===== src/rtl/tx_if.sv =====
// tx_if: host-side bus of the UART transmitter.
// master: host/register side (drives data, strobes and config; reads line and status).
// slave : tx_block side.
// Signals: tx_data[8], data_write, error_clear, data_size[4], bit_period[14],
//          serial_out, buffer_full, tx_busy, tx_done, overrun_error.
interface tx_if;
    localparam int unsigned DATA_W = 8;
    localparam int unsigned SIZE_W = 4;
    localparam int unsigned PER_W  = 14;

    logic [DATA_W-1:0] tx_data;
    logic              data_write;
    logic              error_clear;
    logic [SIZE_W-1:0] data_size;
    logic [PER_W-1:0]  bit_period;
    logic              serial_out;
    logic              buffer_full;
    logic              tx_busy;
    logic              tx_done;
    logic              overrun_error;

    modport master (
        output tx_data, data_write, error_clear, data_size, bit_period,
        input  serial_out, buffer_full, tx_busy, tx_done, overrun_error
    );

    modport slave (
        input  tx_data, data_write, error_clear, data_size, bit_period,
        output serial_out, buffer_full, tx_busy, tx_done, overrun_error
    );
endinterface


===== src/rtl/tx_block.sv =====
// tx_block: UART-style serial transmitter with a single-entry holding buffer.
// Frame: start (0), 5..8 data bits LSB-first, optional even parity, one stop (1).
// Ports:
//   clk  - system clock, rising edge
//   rst  - asynchronous reset, active-high
//   bus  - tx_if.slave: tx_data, data_write, error_clear, data_size, bit_period in;
//          serial_out, buffer_full, tx_busy, tx_done, overrun_error out (all registered)
// Build option: define TX_PARITY_EN to insert an even-parity bit after the data bits.
module tx_block (
    input  logic clk,
    input  logic rst,
    tx_if.slave  bus
);
    localparam int unsigned DATA_W = 8;
    localparam int unsigned SIZE_W = 4;
    localparam int unsigned PER_W  = 14;
    localparam int unsigned IDX_W  = 3;

    localparam logic [2:0] IDLE   = 3'd0;
    localparam logic [2:0] START  = 3'd1;
    localparam logic [2:0] DATA   = 3'd2;
`ifdef TX_PARITY_EN
    localparam logic [2:0] PARITY = 3'd3;
`endif
    localparam logic [2:0] STOP   = 3'd4;

    logic [2:0]        state_q, state_d;
    logic [PER_W-1:0]  cnt_q, cnt_d;
    logic [IDX_W-1:0]  idx_q, idx_d;
    logic [DATA_W-1:0] shift_q, shift_d;
    logic [DATA_W-1:0] hold_q, hold_d;
    logic [SIZE_W-1:0] size_q, size_d;
    logic [PER_W-1:0]  per_q, per_d;
    logic              full_q, full_d;
    logic              serial_q, serial_d;
    logic              done_q, done_d;
    logic              busy_q, busy_d;
    logic              ovr_q, ovr_d;
`ifdef TX_PARITY_EN
    logic              par_q, par_d;
`endif

    logic [SIZE_W-1:0] size_c;
    logic [PER_W-1:0]  per_c;
    logic              last_c;
    logic              final_bit_c;
    logic              load_c;

    // Configuration clamps applied when a frame is loaded
    assign size_c = (bus.data_size < SIZE_W'(5)) ? SIZE_W'(5) :
                    (bus.data_size > SIZE_W'(8)) ? SIZE_W'(8) : bus.data_size;
    assign per_c  = (bus.bit_period < PER_W'(2)) ? PER_W'(2) : bus.bit_period;

    assign last_c      = (cnt_q == per_q - PER_W'(1));
    assign final_bit_c = (SIZE_W'(idx_q) == size_q - SIZE_W'(1));
    // Load from the buffer when idle, or at the end of a stop bit for back-to-back frames
    assign load_c      = full_q && ((state_q == IDLE) || ((state_q == STOP) && last_c));

    // State and datapath registers
    always_ff @(posedge clk or posedge rst) begin
        if (rst) begin
            state_q  <= IDLE;
            cnt_q    <= '0;
            idx_q    <= '0;
            shift_q  <= '0;
            hold_q   <= '0;
            size_q   <= '0;
            per_q    <= '0;
            full_q   <= 1'b0;
            serial_q <= 1'b1;
            done_q   <= 1'b0;
            busy_q   <= 1'b0;
            ovr_q    <= 1'b0;
`ifdef TX_PARITY_EN
            par_q    <= 1'b0;
`endif
        end else begin
            state_q  <= state_d;
            cnt_q    <= cnt_d;
            idx_q    <= idx_d;
            shift_q  <= shift_d;
            hold_q   <= hold_d;
            size_q   <= size_d;
            per_q    <= per_d;
            full_q   <= full_d;
            serial_q <= serial_d;
            done_q   <= done_d;
            busy_q   <= busy_d;
            ovr_q    <= ovr_d;
`ifdef TX_PARITY_EN
            par_q    <= par_d;
`endif
        end
    end

    // Next-state, next line bit and buffer bookkeeping
    always_comb begin
        state_d  = state_q;
        cnt_d    = cnt_q;
        idx_d    = idx_q;
        shift_d  = shift_q;
        hold_d   = hold_q;
        size_d   = size_q;
        per_d    = per_q;
        full_d   = full_q;
        serial_d = serial_q;
        done_d   = 1'b0;
        ovr_d    = ovr_q;
`ifdef TX_PARITY_EN
        par_d    = par_q;
`endif

        case (state_q)
            IDLE: begin
                serial_d = 1'b1;
            end
            START: begin
                if (last_c) begin
                    state_d  = DATA;
                    cnt_d    = '0;
                    idx_d    = '0;
                    serial_d = shift_q[0];
`ifdef TX_PARITY_EN
                    par_d    = par_q ^ shift_q[0];
`endif
                end else begin
                    cnt_d = cnt_q + PER_W'(1);
                end
            end
            DATA: begin
                if (last_c) begin
                    cnt_d = '0;
                    if (final_bit_c) begin
`ifdef TX_PARITY_EN
                        state_d  = PARITY;
                        serial_d = par_q;
`else
                        state_d  = STOP;
                        serial_d = 1'b1;
`endif
                    end else begin
                        // shift_q[0] is on the line; bring up the next bit
                        idx_d    = idx_q + IDX_W'(1);
                        shift_d  = shift_q >> 1;
                        serial_d = shift_q[1];
`ifdef TX_PARITY_EN
                        par_d    = par_q ^ shift_q[1];
`endif
                    end
                end else begin
                    cnt_d = cnt_q + PER_W'(1);
                end
            end
`ifdef TX_PARITY_EN
            PARITY: begin
                if (last_c) begin
                    state_d  = STOP;
                    cnt_d    = '0;
                    serial_d = 1'b1;
                end else begin
                    cnt_d = cnt_q + PER_W'(1);
                end
            end
`endif
            STOP: begin
                if (last_c) begin
                    state_d = IDLE;
                    cnt_d   = '0;
                    done_d  = 1'b1;
                end else begin
                    cnt_d = cnt_q + PER_W'(1);
                end
            end
            default: begin
                state_d  = IDLE;
                cnt_d    = '0;
                serial_d = 1'b1;
            end
        endcase

        // Frame load overrides the STOP->IDLE decision
        if (load_c) begin
            state_d  = START;
            cnt_d    = '0;
            shift_d  = hold_q;
            size_d   = size_c;
            per_d    = per_c;
            serial_d = 1'b0;
            full_d   = 1'b0;
`ifdef TX_PARITY_EN
            par_d    = 1'b0;
`endif
        end

        // A new overrun in the same cycle as error_clear keeps the flag set
        if (bus.error_clear) begin
            ovr_d = 1'b0;
        end
        if (bus.data_write) begin
            if (!full_q || load_c) begin
                hold_d = bus.tx_data;
                full_d = 1'b1;
            end else begin
                ovr_d = 1'b1;
            end
        end
    end

    assign busy_d = (state_d != IDLE);

    assign bus.serial_out    = serial_q;
    assign bus.buffer_full   = full_q;
    assign bus.tx_busy       = busy_q;
    assign bus.tx_done       = done_q;
    assign bus.overrun_error = ovr_q;
endmodule

===== src/flat_wrapper.sv =====
// flat-port wrapper written by rule: the top's interface ports become plain ports
module tx_block_flat 
  (clk, rst, bus_tx_data, bus_data_write, bus_error_clear, bus_data_size, bus_bit_period, bus_serial_out, bus_buffer_full, bus_tx_busy, bus_tx_done, bus_overrun_error);
  tx_if bus_i ();
  input  logic clk;
  input  logic rst;
  input wire logic [$bits(bus_i.tx_data)-1:0] bus_tx_data;
  input wire logic [$bits(bus_i.data_write)-1:0] bus_data_write;
  input wire logic [$bits(bus_i.error_clear)-1:0] bus_error_clear;
  input wire logic [$bits(bus_i.data_size)-1:0] bus_data_size;
  input wire logic [$bits(bus_i.bit_period)-1:0] bus_bit_period;
  output wire logic [$bits(bus_i.serial_out)-1:0] bus_serial_out;
  output wire logic [$bits(bus_i.buffer_full)-1:0] bus_buffer_full;
  output wire logic [$bits(bus_i.tx_busy)-1:0] bus_tx_busy;
  output wire logic [$bits(bus_i.tx_done)-1:0] bus_tx_done;
  output wire logic [$bits(bus_i.overrun_error)-1:0] bus_overrun_error;
  assign bus_i.tx_data = bus_tx_data;
  assign bus_i.data_write = bus_data_write;
  assign bus_i.error_clear = bus_error_clear;
  assign bus_i.data_size = bus_data_size;
  assign bus_i.bit_period = bus_bit_period;
  assign bus_serial_out = bus_i.serial_out;
  assign bus_buffer_full = bus_i.buffer_full;
  assign bus_tx_busy = bus_i.tx_busy;
  assign bus_tx_done = bus_i.tx_done;
  assign bus_overrun_error = bus_i.overrun_error;
  tx_block u_core (.clk(clk), .rst(rst), .bus(bus_i));
endmodule

===== config.mk =====
export PLATFORM = sky130hd
export DESIGN_NAME = tx_block_flat
export DESIGN_NICKNAME = d
export VERILOG_FILES = /design/src/rtl/tx_if.sv /design/src/rtl/tx_block.sv /design/src/flat_wrapper.sv
export SDC_FILE = /design/constraint.sdc
export NUM_CORES = 1
export LEC_CHECK = 0
export CORE_ASPECT_RATIO = 0.9
export CORE_UTILIZATION = 52
export DETAILED_ROUTE_END_ITERATION = 8
export HOLD_SLACK_MARGIN = 0.05
export PLACE_DENSITY = 0.84
export SLEW_MARGIN = 20
export SYNTH_ARGS = -nofsm -noshare
export SYNTH_HDL_FRONTEND = slang
export SYNTH_SLANG_ARGS = --single-unit
export TNS_END_PERCENT = 20

===== constraint.sdc =====
create_clock -name clk -period 3.4 [get_ports clk]
set_input_delay 0.85 -clock clk [delete_from_list [all_inputs] [get_ports clk]]
set_output_delay 0.85 -clock clk [all_outputs]
set_load 0.01 [all_outputs]

==> flow_summary.toml <==
[run]
drv.max_cap_violation_count = 0

[cells_and_area]
n_antenna_cell = 0
post_route_cells_drive_above_1_share_pct = 15.42
utilization_pct = 64.51
number_of_nets_at_the_end_of_the_flow = 444
area_growth_syn_to_layout_pct = 19.00

[route]
route.detailed.drc = 0
first_iter_violations = 286
wl_met1_um = 3856
drt_pre_antenna_iters = 5
top_signal_layer_used = "met4"
route.detailed.vias_per_inst = 6.242
final_wl_um = 8700
routed-wl-met3_um = 638
via_count = 3152
detailroute.wirelength.met2_um = 4044
final_antenna_net_count = 0
routed_wirelength_normalized_by_instance_count_um = 17.23

[synth]
synth.yosys.warnings = 0
yosysUniqueCellTypes = 62
syn_avg_cell_area_um2 = 9.573
synth.yosys.seq_area_share_pct = 41.16
synth.area.top_cells = "sky130_fd_sc_hd__dfrtp_1 (40%), sky130_fd_sc_hd__mux2_2 (5.3%), sky130_fd_sc_hd__a31oi_1 (4.2%)"
dominantRegCellSynth = "sky130_fd_sc_hd__dfrtp_1"
post_synth_edffs = 0
cell_type_contributing_the_most_total_cell_area_after_synthesis = "sky130_fd_sc_hd__dfrtp_1"
synthArstFlopShare_pct = 100.0
netlist_instances = 375
synth_largest_type_area_fraction_pct = 40.43
synth_nets = 409
post_synth_instance_area_um2 = 3590
register_bit_count_reported_by_yosys = 59

[power]
power.leakage_nw = 1.739
power_density_nw_per_um2 = 452.1
irDropWorstVdd_mv = 0.3529

[grt]
grt_first_pass_wirelength_um = 14610
grt_util_all_layers_pct = 26.74
maximum_number_of_pins_on_one_net_before_global_route_repair = 35
first_global_vias = 3017
grt_antenna_before_repair = 0
grt_remaining_overflow = 0

[clocking]
number_of_buffers_created_by_cts = 9
cts-htree-levels = 3
clkTransAtPathRegs_ns = 0.07
cts_max_path_buffers = 2
numClockSinks = 59
clk-insertion-delay-late_ns = 0.36
postCtsHoldBufs = 0
cts_root_buf = "sky130_fd_sc_hd__clkbuf_8"
tritoncts = "done"

[setup_path]
crit_path_max_fanout = 9
r2r_start = "u_core.per_q[0]$_DFFE_PP0N_"
crit_required_ns = 3.64
crit_path_end_kind = "flop"
arrival_ns = 3.50
cp-startpoint = "u_core.per_q[0]$_DFFE_PP0N_"
critPathLaunchType = "flop"
critical_path_class = "reg -> reg"

[timing]
report.final.slew_viol_count = 0
timing_hold_violations_final = 0
fin_crit_sh_pct = 96.00
tightest_slew_ns = 1.078
finalClockSkew_ns = 0.01087
final.setup.tns_ns = 0
finalWorstPathRequiredPeriod_ns = 3.264
timing.max_slew.rel_slack_pct = 27.57
setup_viol = 0
fmax_mhz = 306.4

[hold_path]
hp-class = "reg -> reg"
hp-start = "u_core.hold_q[7]$_DFFE_PP0P_"

[floorplanning]
io-pin-count = 35
die_width_um = 89.58
floorplan.rows = 28
start_util_pct = 54.21
dieHeight_um = 80.82
coreArea_um2 = 6621
die_area_um2 = 7240

[place]
gp_congestion = 0.9053
dp_hpwl_um = 6217
port-buffer-count = 34

[run_status]
outcome = "finished, final reports clean"
[cell families (layout without fill, tap and decap cells)]
family / after synthesis / after routing / share of synthesized area (%)
multiplexers: 23 / 23 / 7.564
AO/OA/AOI/OAI: 103 / 103 / 19.94
XOR/XNOR: 24 / 24 / 6.274
adder cells (fa/ha/maj): 4 / 4 / 1.394
AND/OR/NAND/NOR: 123 / 123 / 19.21
flip-flops: 59 / 59 / 41.16
buffers and inverters: 39 / 79 / 4.461
[where the power goes]
group / switching (mW) / total, mW / internal [mW] / leakage [nW]
Combinational: 0.162 / 0.335 / 0.173 / 0.892
Sequential: 0.109 / 0.878 / 0.769 / 0.738
Clock: 0.288 / 0.718 / 0.430 / 0.109
[final cells by class]
class                      count  area, um2
tap                           90      112.6
timing repair buffer          49      452.9
clock inverter                 5      77.57
multi-input combinational    277       1957
fill                         504       2350
inverter                      14      52.55
sequential                    59       1478
clock buffer                  11      141.4
[path summary, 6_finish.rpt]
path                       slack [ns]                            to  cells past startpoint
setup reg to reg                 0.14   u_core.per_q[9]$_DFFE_PP0N_                      9
hold reg to reg                  0.51  u_core.hold_q[7]$_DFFE_PP0P_                      1
setup / recovery                 0.14   u_core.per_q[9]$_DFFE_PP0N_                      9
min in group asynchronous        0.91   u_core.per_q[2]$_DFFE_PP0N_                      2
max in group asynchronous        1.82  u_core.cnt_q[10]$_DFFE_PP0P_                      3
hold / removal                   0.51  u_core.hold_q[7]$_DFFE_PP0P_                      1
[registers in the layout (all words and copies together), names as in the netlist, 3 cells and up]
register	count
u_core.shift_q	8
u_core.state_q	3
u_core.per_q	14
u_core.idx_q	3
u_core.cnt_q	14
u_core.size_q	4
u_core.hold_q	8
[routing by layer]
layer  track usage, %  vias up
met3            8.435       17
met1            36.30     1510
met4            9.206        0
met2            40.38      143
met5                0        -
li1                 -     1482
[worst max-delay path, stage by stage, from the launching register on]
cell                      delay, ns
sky130_fd_sc_hd__dfrtp_1       0.46
sky130_fd_sc_hd__or4_1         0.57
sky130_fd_sc_hd__o21a_1        0.22
sky130_fd_sc_hd__or4b_4        0.55
sky130_fd_sc_hd__nor4b_4       0.25
sky130_fd_sc_hd__buf_4         0.17
sky130_fd_sc_hd__a31oi_4       0.09
sky130_fd_sc_hd__buf_4         0.18
sky130_fd_sc_hd__nor2_4        0.27
sky130_fd_sc_hd__mux2_2        0.39
[layout by cell type (no fill, tap or decap), types with 4 or more instances in the layout]
cell type                         count
sky130_fd_sc_hd__mux2_4               4
sky130_fd_sc_hd__buf_4               15
sky130_fd_sc_hd__mux2_2              17
sky130_fd_sc_hd__ha_1                 4
sky130_fd_sc_hd__nand2b_1             7
sky130_fd_sc_hd__nand3_1             18
sky130_fd_sc_hd__clkdlybuf4s50_1     34
sky130_fd_sc_hd__o211ai_1             4
sky130_fd_sc_hd__xnor2_1             15
sky130_fd_sc_hd__o21a_1               4
sky130_fd_sc_hd__xor2_1               8
sky130_fd_sc_hd__a31oi_1             24
sky130_fd_sc_hd__a211oi_1             4
sky130_fd_sc_hd__a21oi_1              8
sky130_fd_sc_hd__inv_1               13
sky130_fd_sc_hd__o31ai_1              4
sky130_fd_sc_hd__clkbuf_8            10
sky130_fd_sc_hd__nor3_1              19
sky130_fd_sc_hd__nand2_1             25
sky130_fd_sc_hd__or4_1                4
sky130_fd_sc_hd__or3_1                5
sky130_fd_sc_hd__nor4_1               5
sky130_fd_sc_hd__nand4_1              6
sky130_fd_sc_hd__o21ai_0             26
sky130_fd_sc_hd__nor2_1              12
sky130_fd_sc_hd__dfrtp_1             58
[cells in the mapped netlist (all sizes together) (3+ instances only)]
cell,n
nor3,19
clkbuf,20
or4,4
o211ai,4
dfrtp,58
o31a,3
nand2b,7
or3,5
or2,4
o21ai,28
xnor2,15
mux2,21
o21a,4
nand3,19
a221o,3
nor2,13
and3,3
xor2,8
o22ai,3
and4,3
inv,14
o31ai,4
nand2,25
nor4,6
buf,5
a21oi,8
ha,4
nor3b,3
a31oi,26
a211oi,4
nand4,6
[per-stage QoR]
step	setup slack (ns)	total power [mW]	cell area, um2	hold WS, ns	cells
6_report	0.1360	1.931	4272	0.5098	505
4_1_cts	0.02083	1.927	4259	0.5149	504
3_3_place_gp	0.1504	1.194	4040	0.4941	488
5_1_grt	-0.05647	2.014	4272	0.5262	505
2_1_floorplan	0.2123	1.099	3590	0.4714	375
3_5_place_dp	0.05510	1.213	4040	0.4956	488
[what timing repair did]
item,4_1_cts,5_1_grt
gates resized for setup,0,3
buffers inserted,0,1
endpoints found under the setup margin,0,22
Power figures use the tool's default switching activity.
